<file path="src/rtl/trace_pkg.sv">
// Shared definitions for the commit-trace packer: record layout, type codes,
// statistic counter indices and the packer FSM states.
package trace_pkg;

    localparam logic [2:0] REC_REG   = 3'd1;
    localparam logic [2:0] REC_LOAD  = 3'd2;
    localparam logic [2:0] REC_STORE = 3'd3;
    localparam logic [2:0] REC_HALT  = 3'd4;
    localparam logic [2:0] REC_COUNT = 3'd5;

    localparam logic [2:0] CNT_CYCLES = 3'd0;
    localparam logic [2:0] CNT_INST   = 3'd1;
    localparam logic [2:0] CNT_IHIT   = 3'd2;
    localparam logic [2:0] CNT_DHIT   = 3'd3;
    localparam logic [2:0] CNT_IREQ   = 3'd4;
    localparam logic [2:0] CNT_DREQ   = 3'd5;
    localparam logic [2:0] CNT_DROPS  = 3'd6;

    localparam int NUM_CNT = 7;
    localparam int MAX_EV  = 4;
    localparam int REC_W   = 3 + 3 + 32;

    typedef enum logic [1:0] {
        ST_RUN,
        ST_DUMP,
        ST_DONE
    } state_e;

    typedef struct packed {
        logic [2:0]  rtype;
        logic [2:0]  id;
        logic [31:0] data;
    } rec_t;

    function automatic rec_t make_rec(input logic [2:0] rtype, input logic [2:0] id,
                                      input logic [31:0] data);
        rec_t r;
        r.rtype = rtype;
        r.id    = id;
        r.data  = data;
        return r;
    endfunction

endpackage

</file>
<file path="src/rtl/trace_fifo.sv">
// Circular record buffer accepting up to four pushes per cycle and one pop.
// The caller guarantees pushes fit; count reflects occupancy before this cycle.
module trace_fifo
    import trace_pkg::*;
#(
    parameter int DEPTH = 8
) (
    input  logic                      clk,
    input  logic                      rst,
    input  logic [2:0]                push_cnt,
    input  rec_t [MAX_EV-1:0]         push_rec,
    input  logic                      pop,
    output rec_t                      head,
    output logic                      empty,
    output logic [$clog2(DEPTH):0]    count
);
    localparam int PW = $clog2(DEPTH);

    logic [PW-1:0] wr_ptr_q, rd_ptr_q;
    logic [PW:0]   count_q;
    logic          do_pop;
    rec_t          slot_rd [DEPTH];

    assign do_pop = pop && (count_q != '0);

    always_ff @(posedge clk or negedge rst) begin
        if (!rst) begin
            wr_ptr_q <= '0;
            rd_ptr_q <= '0;
            count_q  <= '0;
        end else begin
            wr_ptr_q <= wr_ptr_q + PW'(push_cnt);
            if (do_pop) begin
                rd_ptr_q <= rd_ptr_q + PW'(1);
            end
            count_q <= count_q + (PW+1)'(push_cnt) - (PW+1)'(do_pop);
        end
    end

    // Each slot picks whichever push lane lands on it this cycle.
    for (genvar gi = 0; gi < DEPTH; gi++) begin : g_slot
        rec_t slot_q;
        logic we;
        rec_t wd;

        always_comb begin
            we = 1'b0;
            wd = '0;
            for (int k = 0; k < MAX_EV; k++) begin
                if ((3'(k) < push_cnt) && ((wr_ptr_q + PW'(k)) == PW'(gi))) begin
                    we = 1'b1;
                    wd = push_rec[k];
                end
            end
        end

        always_ff @(posedge clk) begin
            if (we) begin
                slot_q <= wd;
            end
        end

        assign slot_rd[gi] = slot_q;
    end

    assign head  = slot_rd[rd_ptr_q];
    assign empty = (count_q == '0);
    assign count = count_q;

endmodule

</file>
<file path="src/rtl/trace_packer.sv">
// Commit-trace transmitter: packs retire events into records, dumps statistic
// counters after halt, and streams records out over a valid/ready port.
module trace_packer
    import trace_pkg::*;
#(
    parameter int DEPTH = 8,
    parameter int CNT_W = 32
) (
    input  logic        clk,
    input  logic        rst,
    input  logic        reg_write,
    input  logic [2:0]  wr_reg,
    input  logic [15:0] wr_data,
    input  logic        mem_read,
    input  logic        mem_write,
    input  logic [15:0] mem_addr,
    input  logic [15:0] mem_wdata,
    input  logic [15:0] mem_rdata,
    input  logic        halt,
    input  logic [15:0] pc,
    input  logic        icache_req,
    input  logic        icache_hit,
    input  logic        dcache_req,
    input  logic        dcache_hit,
    output logic        rec_valid,
    input  logic        rec_ready,
    output logic [2:0]  rec_type,
    output logic [2:0]  rec_id,
    output logic [31:0] rec_data,
    output logic        overflow,
    output logic        done
);
    localparam int PW = $clog2(DEPTH);

    state_e             state_q, state_d;
    logic               hold_q, hold_d;
    rec_t [MAX_EV-1:0]  held_q, held_d;
    logic [2:0]         held_n_q, held_n_d;
    logic [2:0]         dump_idx_q, dump_idx_d;
    logic               overflow_q, overflow_d;
    logic [CNT_W-1:0]   cnt_q [NUM_CNT];
    logic [CNT_W-1:0]   cnt_d [NUM_CNT];

    rec_t [MAX_EV-1:0]  raw_rec, ev_rec, push_rec;
    logic [MAX_EV-1:0]  raw_v;
    logic [2:0]         ev_n, push_cnt;
    logic [NUM_CNT-1:0] run_inc;
    logic [PW:0]        fifo_count, free_slots;
    rec_t               head;
    logic               fifo_empty;

    function automatic logic [CNT_W-1:0] sat_inc(input logic [CNT_W-1:0] v, input logic en);
        return (en && (v != '1)) ? v + CNT_W'(1) : v;
    endfunction

    // Fixed lane order REG, LOAD, STORE, HALT, compacted into ev_rec.
    assign raw_v      = {halt, mem_write, mem_read, reg_write};
    assign raw_rec[0] = make_rec(REC_REG, wr_reg, {16'h0, wr_data});
    assign raw_rec[1] = make_rec(REC_LOAD, 3'd0, {mem_addr, mem_rdata});
    assign raw_rec[2] = make_rec(REC_STORE, 3'd0, {mem_addr, mem_wdata});
    assign raw_rec[3] = make_rec(REC_HALT, 3'd0, {16'h0, pc});

    always_comb begin
        ev_rec = '0;
        ev_n   = '0;
        for (int i = 0; i < MAX_EV; i++) begin
            if (raw_v[i]) begin
                ev_rec[ev_n[1:0]] = raw_rec[i];
                ev_n              = ev_n + 3'd1;
            end
        end
    end

    assign run_inc = {1'b0, dcache_req, icache_req, dcache_hit, icache_hit,
                      halt | reg_write | mem_write, 1'b1};

    assign free_slots = (PW+1)'(DEPTH) - fifo_count;

    always_comb begin
        state_d    = state_q;
        hold_d     = hold_q;
        held_d     = held_q;
        held_n_d   = held_n_q;
        dump_idx_d = dump_idx_q;
        overflow_d = overflow_q;
        cnt_d      = cnt_q;
        push_cnt   = '0;
        push_rec   = '0;

        case (state_q)
            ST_RUN: begin
                if (hold_q) begin
                    // A held list always contains HALT; inputs and counters stay frozen.
                    if (free_slots >= (PW+1)'(held_n_q)) begin
                        push_cnt = held_n_q;
                        push_rec = held_q;
                        hold_d   = 1'b0;
                        state_d  = ST_DUMP;
                    end
                end else begin
                    for (int i = 0; i < NUM_CNT; i++) begin
                        cnt_d[i] = sat_inc(cnt_q[i], run_inc[i]);
                    end
                    if (free_slots >= (PW+1)'(ev_n)) begin
                        push_cnt = ev_n;
                        push_rec = ev_rec;
                        if (halt) begin
                            state_d = ST_DUMP;
                        end
                    end else if (halt) begin
                        hold_d   = 1'b1;
                        held_d   = ev_rec;
                        held_n_d = ev_n;
                    end else begin
                        overflow_d       = 1'b1;
                        cnt_d[CNT_DROPS] = sat_inc(cnt_q[CNT_DROPS], 1'b1);
                    end
                end
            end
            ST_DUMP: begin
                if (free_slots != '0) begin
                    push_cnt    = 3'd1;
                    push_rec[0] = make_rec(REC_COUNT, dump_idx_q, 32'(cnt_q[dump_idx_q]));
                    if (dump_idx_q == CNT_DROPS) begin
                        state_d = ST_DONE;
                    end else begin
                        dump_idx_d = dump_idx_q + 3'd1;
                    end
                end
            end
            ST_DONE: begin
            end
            default: state_d = ST_RUN;
        endcase
    end

    always_ff @(posedge clk or negedge rst) begin
        if (!rst) begin
            state_q    <= ST_RUN;
            hold_q     <= 1'b0;
            held_q     <= '0;
            held_n_q   <= '0;
            dump_idx_q <= '0;
            overflow_q <= 1'b0;
            for (int i = 0; i < NUM_CNT; i++) begin
                cnt_q[i] <= '0;
            end
        end else begin
            state_q    <= state_d;
            hold_q     <= hold_d;
            held_q     <= held_d;
            held_n_q   <= held_n_d;
            dump_idx_q <= dump_idx_d;
            overflow_q <= overflow_d;
            for (int i = 0; i < NUM_CNT; i++) begin
                cnt_q[i] <= cnt_d[i];
            end
        end
    end

    trace_fifo #(
        .DEPTH(DEPTH)
    ) u_fifo (
        .clk     (clk),
        .rst     (rst),
        .push_cnt(push_cnt),
        .push_rec(push_rec),
        .pop     (rec_ready),
        .head    (head),
        .empty   (fifo_empty),
        .count   (fifo_count)
    );

    assign rec_valid = !fifo_empty;
    assign rec_type  = fifo_empty ? 3'd0 : head.rtype;
    assign rec_id    = fifo_empty ? 3'd0 : head.id;
    assign rec_data  = fifo_empty ? 32'd0 : head.data;
    assign overflow  = overflow_q;
    assign done      = (state_q == ST_DONE) && fifo_empty;

endmodule

</file>
<file path="config.mk">
export PLATFORM = sky130hd
export DESIGN_NAME = trace_packer
export DESIGN_NICKNAME = d
export VERILOG_FILES = /design/src/rtl/trace_pkg.sv /design/src/rtl/trace_fifo.sv /design/src/rtl/trace_packer.sv
export SDC_FILE = /design/constraint.sdc
export NUM_CORES = 2
export LEC_CHECK = 0
export CAP_MARGIN = 20
export CORE_MARGIN = 2
export CORE_UTILIZATION = 45
export DETAILED_ROUTE_END_ITERATION = 8
export SLEW_MARGIN = 20
export SYNTH_ARGS = -nofsm -noshare
export SYNTH_HDL_FRONTEND = slang
export SYNTH_HIERARCHICAL = 1
export SYNTH_SLANG_ARGS = --single-unit
</file>
<file path="constraint.sdc">
create_clock -name clk -period 7.15 [get_ports clk]
set_input_delay 1.43 -clock clk [delete_from_list [all_inputs] [get_ports clk]]
set_output_delay 1.43 -clock clk [all_outputs]
set_load 0.05 [all_outputs]
</file>
Word-level counts from Yosys, hierarchy flattened
Index checks and enable logic that the tools add are counted.
{"block": "op_classes", "div_mod_pow": 0, "n_mux": 112, "shift": 0, "n_eq_ne": 43, "order_cmp": 14, "n_mul": 0, "add_sub_neg": 19, "n_reduce_logical": 62, "n_bitwise": 9}
{"operator": "two-way mux 38 bit", "count": 38}
{"operator": "two-way mux 152 bit", "count": 6}
{"operator": "bitwise mux 152 bit", "count": 3}
{"operator": "demux 38 bit (select 2 bit)", "count": 3}
{"operator": "adder 32 x 1 -> 32 bit, second input constant", "count": 7}
{"operator": "!= test 32 bit, second input constant", "count": 7}
{"operator": "binary-select mux 38 bit (select 3 bit)", "count": 1}
{"operator": "two-way mux 114 bit", "count": 1}
{"operator": "binary-select mux 32 bit (select 3 bit)", "count": 1}
{"operator": "two-way mux 32 bit", "count": 3}
{"operator": "one-hot mux 38 bit (2 select lines)", "count": 1}
{"operator": "equality test 3 bit, second input constant", "count": 17}
{"operator": "logical AND 1 bit", "count": 42}
{"operator": "two-way mux 1 bit", "count": 38}
{"operator": "two-way mux 36 bit", "count": 1}
{"operator": "equality test 3 x 2 -> 1 bit, second input constant", "count": 8}
{"operator": "two-way mux 3 bit", "count": 8}
{"operator": "AND reduction 3 bit", "count": 7}
{"operator": "adder 3 x 1 -> 3 bit, second input constant", "count": 6}
{"operator": "equality test 3 x 1 -> 1 bit, second input constant", "count": 4}
{"operator": "logical NOT 3 bit", "count": 4}
{"operator": "two-way mux 2 bit", "count": 6}
{"operator": "< comparator 2 x 3 -> 1 bit, second input constant", "count": 3}
{"operator": "!= test 3 bit, second input constant", "count": 3}
{"operator": "25 further kinds", "count": 41}
{"block": "totals", "elab_cells": 310, "out_inout_bits": 41, "ff_bits": 700, "memories": 0, "latch_bits": 0, "ramBits": 0, "rom_bits": 0}

Longest topological paths before layout
{"block": "depth", "depth_word": 18, "depth_mapped": 25}

By module
The synthesis kept the hierarchy.
{"mod": "trace_packer", "instances": 1, "seq_area_each_um2": 9384.0, "cells_each": 2583, "area_per_inst_um2": 22271.4}
{"mod": "trace_fifo", "instances": 1, "seq_area_each_um2": 9379.0, "cells_each": 1943, "area_per_inst_um2": 20240.7}

Worst setup path after synthesis
OpenSTA, ideal clock, no wires.
{"block": "synth_path", "kind": "input to register", "startpoint": "input reg_write", "endpoint": "register u_fifo/g_slot[6].slot_q[0] in the netlist's numbering, enable pin", "setup_slack_ps": -1223, "stages": 21, "arrival_ps": 7887, "required_ps": 6664, "setup_time_ps": 486, "cell_sequence": "clkbuf_1 -> clkbuf_1 -> inv_1 -> fa_1 -> inv_1 -> ha_1 -> mux2i_1 -> ha_1 -> a21oi_1 -> o31a_1 -> o21ai_1 -> buf_2 -> buf_2 -> buf_2 -> a21oi_1 -> nor2_1 -> buf_4 -> o21ba_2 -> clkbuf_1 -> a21oi_1 -> o21ai_0"}
{"block": "synth_between", "elab_chain_len": 17, "word_cells_on_any_way": 23, "classes_between": "add/sub: 3; order compare: 5; mux: 11; reduce/logical: 4"}
{"element": "start, declared", "line_no": "trace_packer.sv:11", "rtl": "input logic reg_write,"}
{"element": "two-way mux 1 bit (*)", "line_no": "trace_packer.sv:67", "rtl": "if (raw_v[i]) begin"}
{"element": "adder 3 x 1 -> 3 bit", "line_no": "trace_packer.sv:69", "rtl": "ev_n = ev_n + 3'd1;"}
{"element": "two-way mux 3 bit (*)", "line_no": "trace_packer.sv:67"}
{"element": "adder 3 x 1 -> 3 bit", "line_no": "trace_packer.sv:69"}
{"element": "two-way mux 3 bit (*)", "line_no": "trace_packer.sv:67"}
{"element": "adder 3 x 1 -> 3 bit", "line_no": "trace_packer.sv:69"}
{"element": "two-way mux 3 bit (*)", "line_no": "trace_packer.sv:67"}
{"element": ">= comparator 4 x 3 -> 1 bit", "line_no": "trace_packer.sv:104", "rtl": "if (free_slots >= (PW+1)'(ev_n)) begin"}
{"element": "two-way mux 3 bit (*)", "line_no": "trace_packer.sv:104"}
{"element": "two-way mux 3 bit (*)", "line_no": "trace_packer.sv:92", "rtl": "if (hold_q) begin"}
{"element": "one-hot mux 3 bit (2 select lines) (*)", "line_no": "trace_packer.sv:90", "rtl": "case (state_q)"}
{"element": "net push_cnt[2]", "line_no": "trace_packer.sv:46", "rtl": "logic [2:0] ev_n, push_cnt;"}
{"element": "< comparator 1 x 3 -> 1 bit", "line_no": "trace_fifo.sv:50", "rtl": "if ((3'(k) < push_cnt) && ((wr_ptr_q + PW'(k)) == PW'(gi))) begin"}
{"element": "logical AND 1 bit", "line_no": "trace_fifo.sv:50"}
{"element": "two-way mux 1 bit (3 in series)", "line_no": "trace_fifo.sv:50"}
{"element": "two-way mux 1 bit (*)", "line_no": "trace_fifo.sv:50"}
{"element": "net u_fifo.g_slot[6].we", "line_no": "trace_fifo.sv:43", "rtl": "logic we;"}
{"element": "end signal, assigned", "line_no": "trace_fifo.sv:59", "rtl": "slot_q <= wd;"}
{"element": "end, declared", "line_no": "trace_fifo.sv:42", "rtl": "rec_t slot_q;"}
The timed path passes the listed nets; every way through them passes the cells marked *.
A chain may end at the register's enable or synchronous reset.

Worst setup path in the final report
{"block": "layout_path", "startpoint": "input mem_read", "endpoint": "register u_fifo/g_slot[1].slot_q[22] in the netlist's numbering, enable pin"}
{"block": "layout_between", "elab_chain_len": 15, "word_cells_on_any_way": 21, "classes_between": "add/sub: 2; order compare: 5; mux: 10; reduce/logical: 4"}
{"element": "start, declared", "line_no": "trace_packer.sv:14", "rtl": "input logic mem_read,"}
{"element": "two-way mux 3 bit (*)", "line_no": "trace_packer.sv:67"}
{"element": "adder 3 x 1 -> 3 bit", "line_no": "trace_packer.sv:69"}
{"element": "two-way mux 3 bit (*)", "line_no": "trace_packer.sv:67"}
{"element": "adder 3 x 1 -> 3 bit", "line_no": "trace_packer.sv:69"}
{"element": "two-way mux 3 bit (*)", "line_no": "trace_packer.sv:67"}
{"element": ">= comparator 4 x 3 -> 1 bit", "line_no": "trace_packer.sv:104"}
{"element": "two-way mux 3 bit (*)", "line_no": "trace_packer.sv:104"}
{"element": "two-way mux 3 bit (*)", "line_no": "trace_packer.sv:92"}
{"element": "one-hot mux 3 bit (2 select lines) (*)", "line_no": "trace_packer.sv:90"}
{"element": "net push_cnt[1]", "line_no": "trace_packer.sv:46"}
{"element": "< comparator 1 x 3 -> 1 bit", "line_no": "trace_fifo.sv:50"}
{"element": "logical AND 1 bit", "line_no": "trace_fifo.sv:50"}
{"element": "two-way mux 1 bit (3 in series)", "line_no": "trace_fifo.sv:50"}
{"element": "two-way mux 1 bit (*)", "line_no": "trace_fifo.sv:50"}
{"element": "net u_fifo.g_slot[1].we", "line_no": "trace_fifo.sv:43"}
{"element": "end signal, assigned", "line_no": "trace_fifo.sv:59"}
{"element": "end, declared", "line_no": "trace_fifo.sv:42"}
Marked as above.

==> impl_metrics.ini <==
[timing]
finalHoldViolCount = 0
relSlewSlack_pct = 20.5
fin_crit_ns = 6.64
finalCritPeriodShare_pct = 92.8
fmax_mhz = 151
tns_ns = 0
rsz0062_at_grt = no
drv_slew = 0
setup_viol = 0
worst_pin_slew_ns = 1.19
fin_ws_ns = 0.513
skew_ns = 0.0425

[clock_network]
cts_hold_buf = 0
clkTransAtPathRegs_ns = 0.06
tritoncts = built
cts_buffers = 80
ctsLongestPathBuffers = 3
cts_max_level = 3
ctsResizeCount = 0
cts_root_buf = clkbuf_16
clock-sinks = 689
postCtsSetupBuffers = 0
worstSkewPairLatency_ns = 0.68

[synth]
yosysSeqAreaShare_pct = 44.1
synthMuxAreaShare_pct = 7.82
synth-xor-area-share_pct = 4.61
synth-compound-area-share_pct = 18.8
ys_ff_latch = 689
synth_top_family_by_area = compound AO/OA/AOI/OAI gates
yosysTopAreaCell = dfrtp_1
synthTopCellsByArea = dfrtp_1 23%, edfxtp_1 21%, nand2_1 5.9%
synth_most_common_cell = nand2_1
synthSimpleGateAreaFrac_pct = 17.8
synthCells = 4526
yosys-top-cells-count = 672 x nand2_1, 385 x dfrtp_1, 384 x nor2_1
synth_edf_count = 304
syn_area_um2 = 42500
async_flop_share_pct = 55.9
synthAdderAreaFrac_pct = 1.11
yosysUniqueCellTypes = 76
avgSynthCellArea_um2 = 9.39
synth_warnings = 6
ys.flop_type = dfrtp_1
synth_top_area_share_pct = 22.7

[route]
routedWlPerCell_um = 27.0
via_count = 37600
first_iter_violations = 5615
wl_um = 155000
drt_pass1_iterations = 9
vias_per_cell = 6.54
antenna_left = 0
drcViolationCount = 3

[placed_design]
dp_hpwl_um = 101000
place_congestion = 0.929
portBuffers = 134
postPlaceCellArea_um2 = 44900
placement.setup.worst_slack_ns = -0.0541

[run_status]
status = complete, but fails checks
violations = design-rule violations

[finish]
area_delta_synth_final_pct = 12.3
multi_input_area_um2 = 21700
fin_nets = 4553
seq_area_um2 = 18800
n_fill_cell = 8636
design_area_um2 = 47700
drive_above_1_share_pct = 11.7

[global_route]
grt_usage_pct = 31.2
grt_pass1_vias = 36100
grt_max_degree = 153
grt-ovfl-total = 0
antenna_found_initial = 10
grt_pass1_wl_um = 233000

[die]
start_util_pct = 45.5
dieArea_um2 = 96900
die_x_um = 311
io_pins = 135
fp.dieH_um = 311
fp.coreArea_um2 = 93500
rows = 112

[setup_path]
regToRegEndpoint = u_fifo/g_slot[1].slot_q[22]$_DFFE_PP_
crit_path_end_kind = flip-flop
cp_max_fo = 39
worstPathArrival_ns = 6.91
reg2reg_from = u_fifo/count[0]$_DFF_PN0_
rrSetupSlack_ns = 2.25
crit_path_start_kind = input pin
criticalPathCategory = input pin to flip-flop
r2r_cells = 15
crit_required_ns = 7.43

[pwr]
powerDensity_nw_per_um2 = 476
ir_worst_vdd_mv = 0.393
p_leak_nw = 19.1

[min_path]
min_from = held_q[56]$_DFFE_PN0P_
hold_end = held_q[56]$_DFFE_PN0P_
hold_path.class = flip-flop to flip-flop
whs_path_depth = 2

[run]
drv_cap = 0
==> per-layer routing <==
metal | global-route usage [%] | routed length (um) | vias up
met3 | 7.48 | 17300 | 423
met4 | 12.9 | 6810 | 6
li1 | - | - | 16600
met1 | 42.9 | 62300 | 18200
met5 | 0 | 37 | -
met2 | 47.4 | 68400 | 2341
==> metrics by stage <==
| stage | std cells | util [%] | hold WS, ns | total power, mW |
|---|---|---|---|---|
| 2_1_floorplan | 4560 | - | 0.439 | 14.1 |
| 5_1_grt | 5743 | 51.1 | 0.485 | 23.7 |
| 6_report | 5747 | 51.1 | 0.464 | 22.7 |
| 4_1_cts | 5742 | 51.1 | 0.469 | 22.5 |
| 3_3_place_gp | 5594 | 48.1 | 0.449 | 18.0 |
| 3_5_place_dp | 5595 | 48.1 | 0.456 | 18.1 |
==> placed cells by master (no fill, tap or decap), drive strengths merged, types with 35 or more instances in the layout <==
| cell type | instances |
|---|---|
| nand3 | 194 |
| xnor2 | 131 |
| o22ai | 154 |
| dfrtp | 385 |
| inv | 59 |
| o21ai | 131 |
| buf | 157 |
| nor2b | 50 |
| nand4 | 80 |
| a221oi | 99 |
| mux2 | 49 |
| a22oi | 78 |
| a311oi | 75 |
| edfxtp | 304 |
| a21oi | 327 |
| a221o | 49 |
| clkdlybuf4s50 | 133 |
| and3 | 115 |
| a222oi | 53 |
| nor2 | 389 |
| conb | 35 |
| o31ai | 56 |
| nand2 | 672 |
| mux4 | 108 |
| xor2 | 92 |
| a22o | 46 |
| clkbuf | 107 |
| nor3 | 63 |
==> worst max path at each step <==
| stage | startpoint | depth (start not counted) | slack (ns) | end |
|---|---|---|---|---|
| global placement | mem_read | 18 | 0.004 | u_fifo/g_slot[1].slot_q[25]$_DFFE_PP_ |
| detailed placement | mem_read | 18 | -0.05 | u_fifo/g_slot[1].slot_q[25]$_DFFE_PP_ |
| finish | mem_read | 18 | 0.51 | u_fifo/g_slot[1].slot_q[22]$_DFFE_PP_ |
| global route | mem_read | 18 | 0.39 | u_fifo/g_slot[1].slot_q[22]$_DFFE_PP_ |
| CTS | mem_read | 18 | 0.62 | u_fifo/g_slot[1].slot_q[25]$_DFFE_PP_ |
| floorplan | reg_write | 20 | 0.08 | u_fifo/g_slot[3].slot_q[0]$_DFFE_PP_ |
==> critical path, cell delays in order <==
cell and delay (ns):
clkdlybuf4s50_1 0.63, inv_1 0.15, fa_1 0.64, inv_1 0.10
ha_1 0.28, mux2i_1 0.26, ha_1 0.23, a21oi_1 0.05
o31a_1 0.33, o21a_1 0.20, o21ai_0 0.24, nor2b_1 0.21
buf_4 0.20, o21ai_0 0.08, buf_4 0.16, nor2_4 0.87
or3_2 0.27, buf_4 0.52
==> power by group <==
group          total (mW)  internal, mW  switching (mW)  leakage [nW]
clock network        4.38          2.59            1.79          1.34
registers            7.02          6.06           0.965          8.02
logic                11.3          3.71            7.62          9.71
==> state kept, by name, summed over array words and instances, names as in the netlist <==
| signal | count |
|---|---|
| hold_q | 1 |
| state_q | 2 |
| u_fifo/g_slot.slot_q | 304 |
| u_fifo/rd_ptr_q | 3 |
| u_fifo/count | 4 |
| held_q | 141 |
| cnt_q | 224 |
| held_n_q | 3 |
| dump_idx_q | 3 |
| u_fifo/wr_ptr_q | 3 |
| overflow | 1 |
==> logic make-up after synthesis <==
logic type / Yosys count
mux: 191
fa+ha+maj: 36
xor+xnor: 223
flops: 689
compound gates: 1167
buf+inv: 565
simple gates: 1654
other cells: 1
==> area by class of cell <==
cell class	instances	area share, %
multi-input combinational	3306	45.5
sequential	689	39.3
timing repair buffer	290	5.54
clock buffer	107	4.70
tap	1254	3.29
clock inverter	40	1.13
inverter	56	0.440
antenna	5	0.0262
No activity file was read; power rests on OpenSTA's default activity.
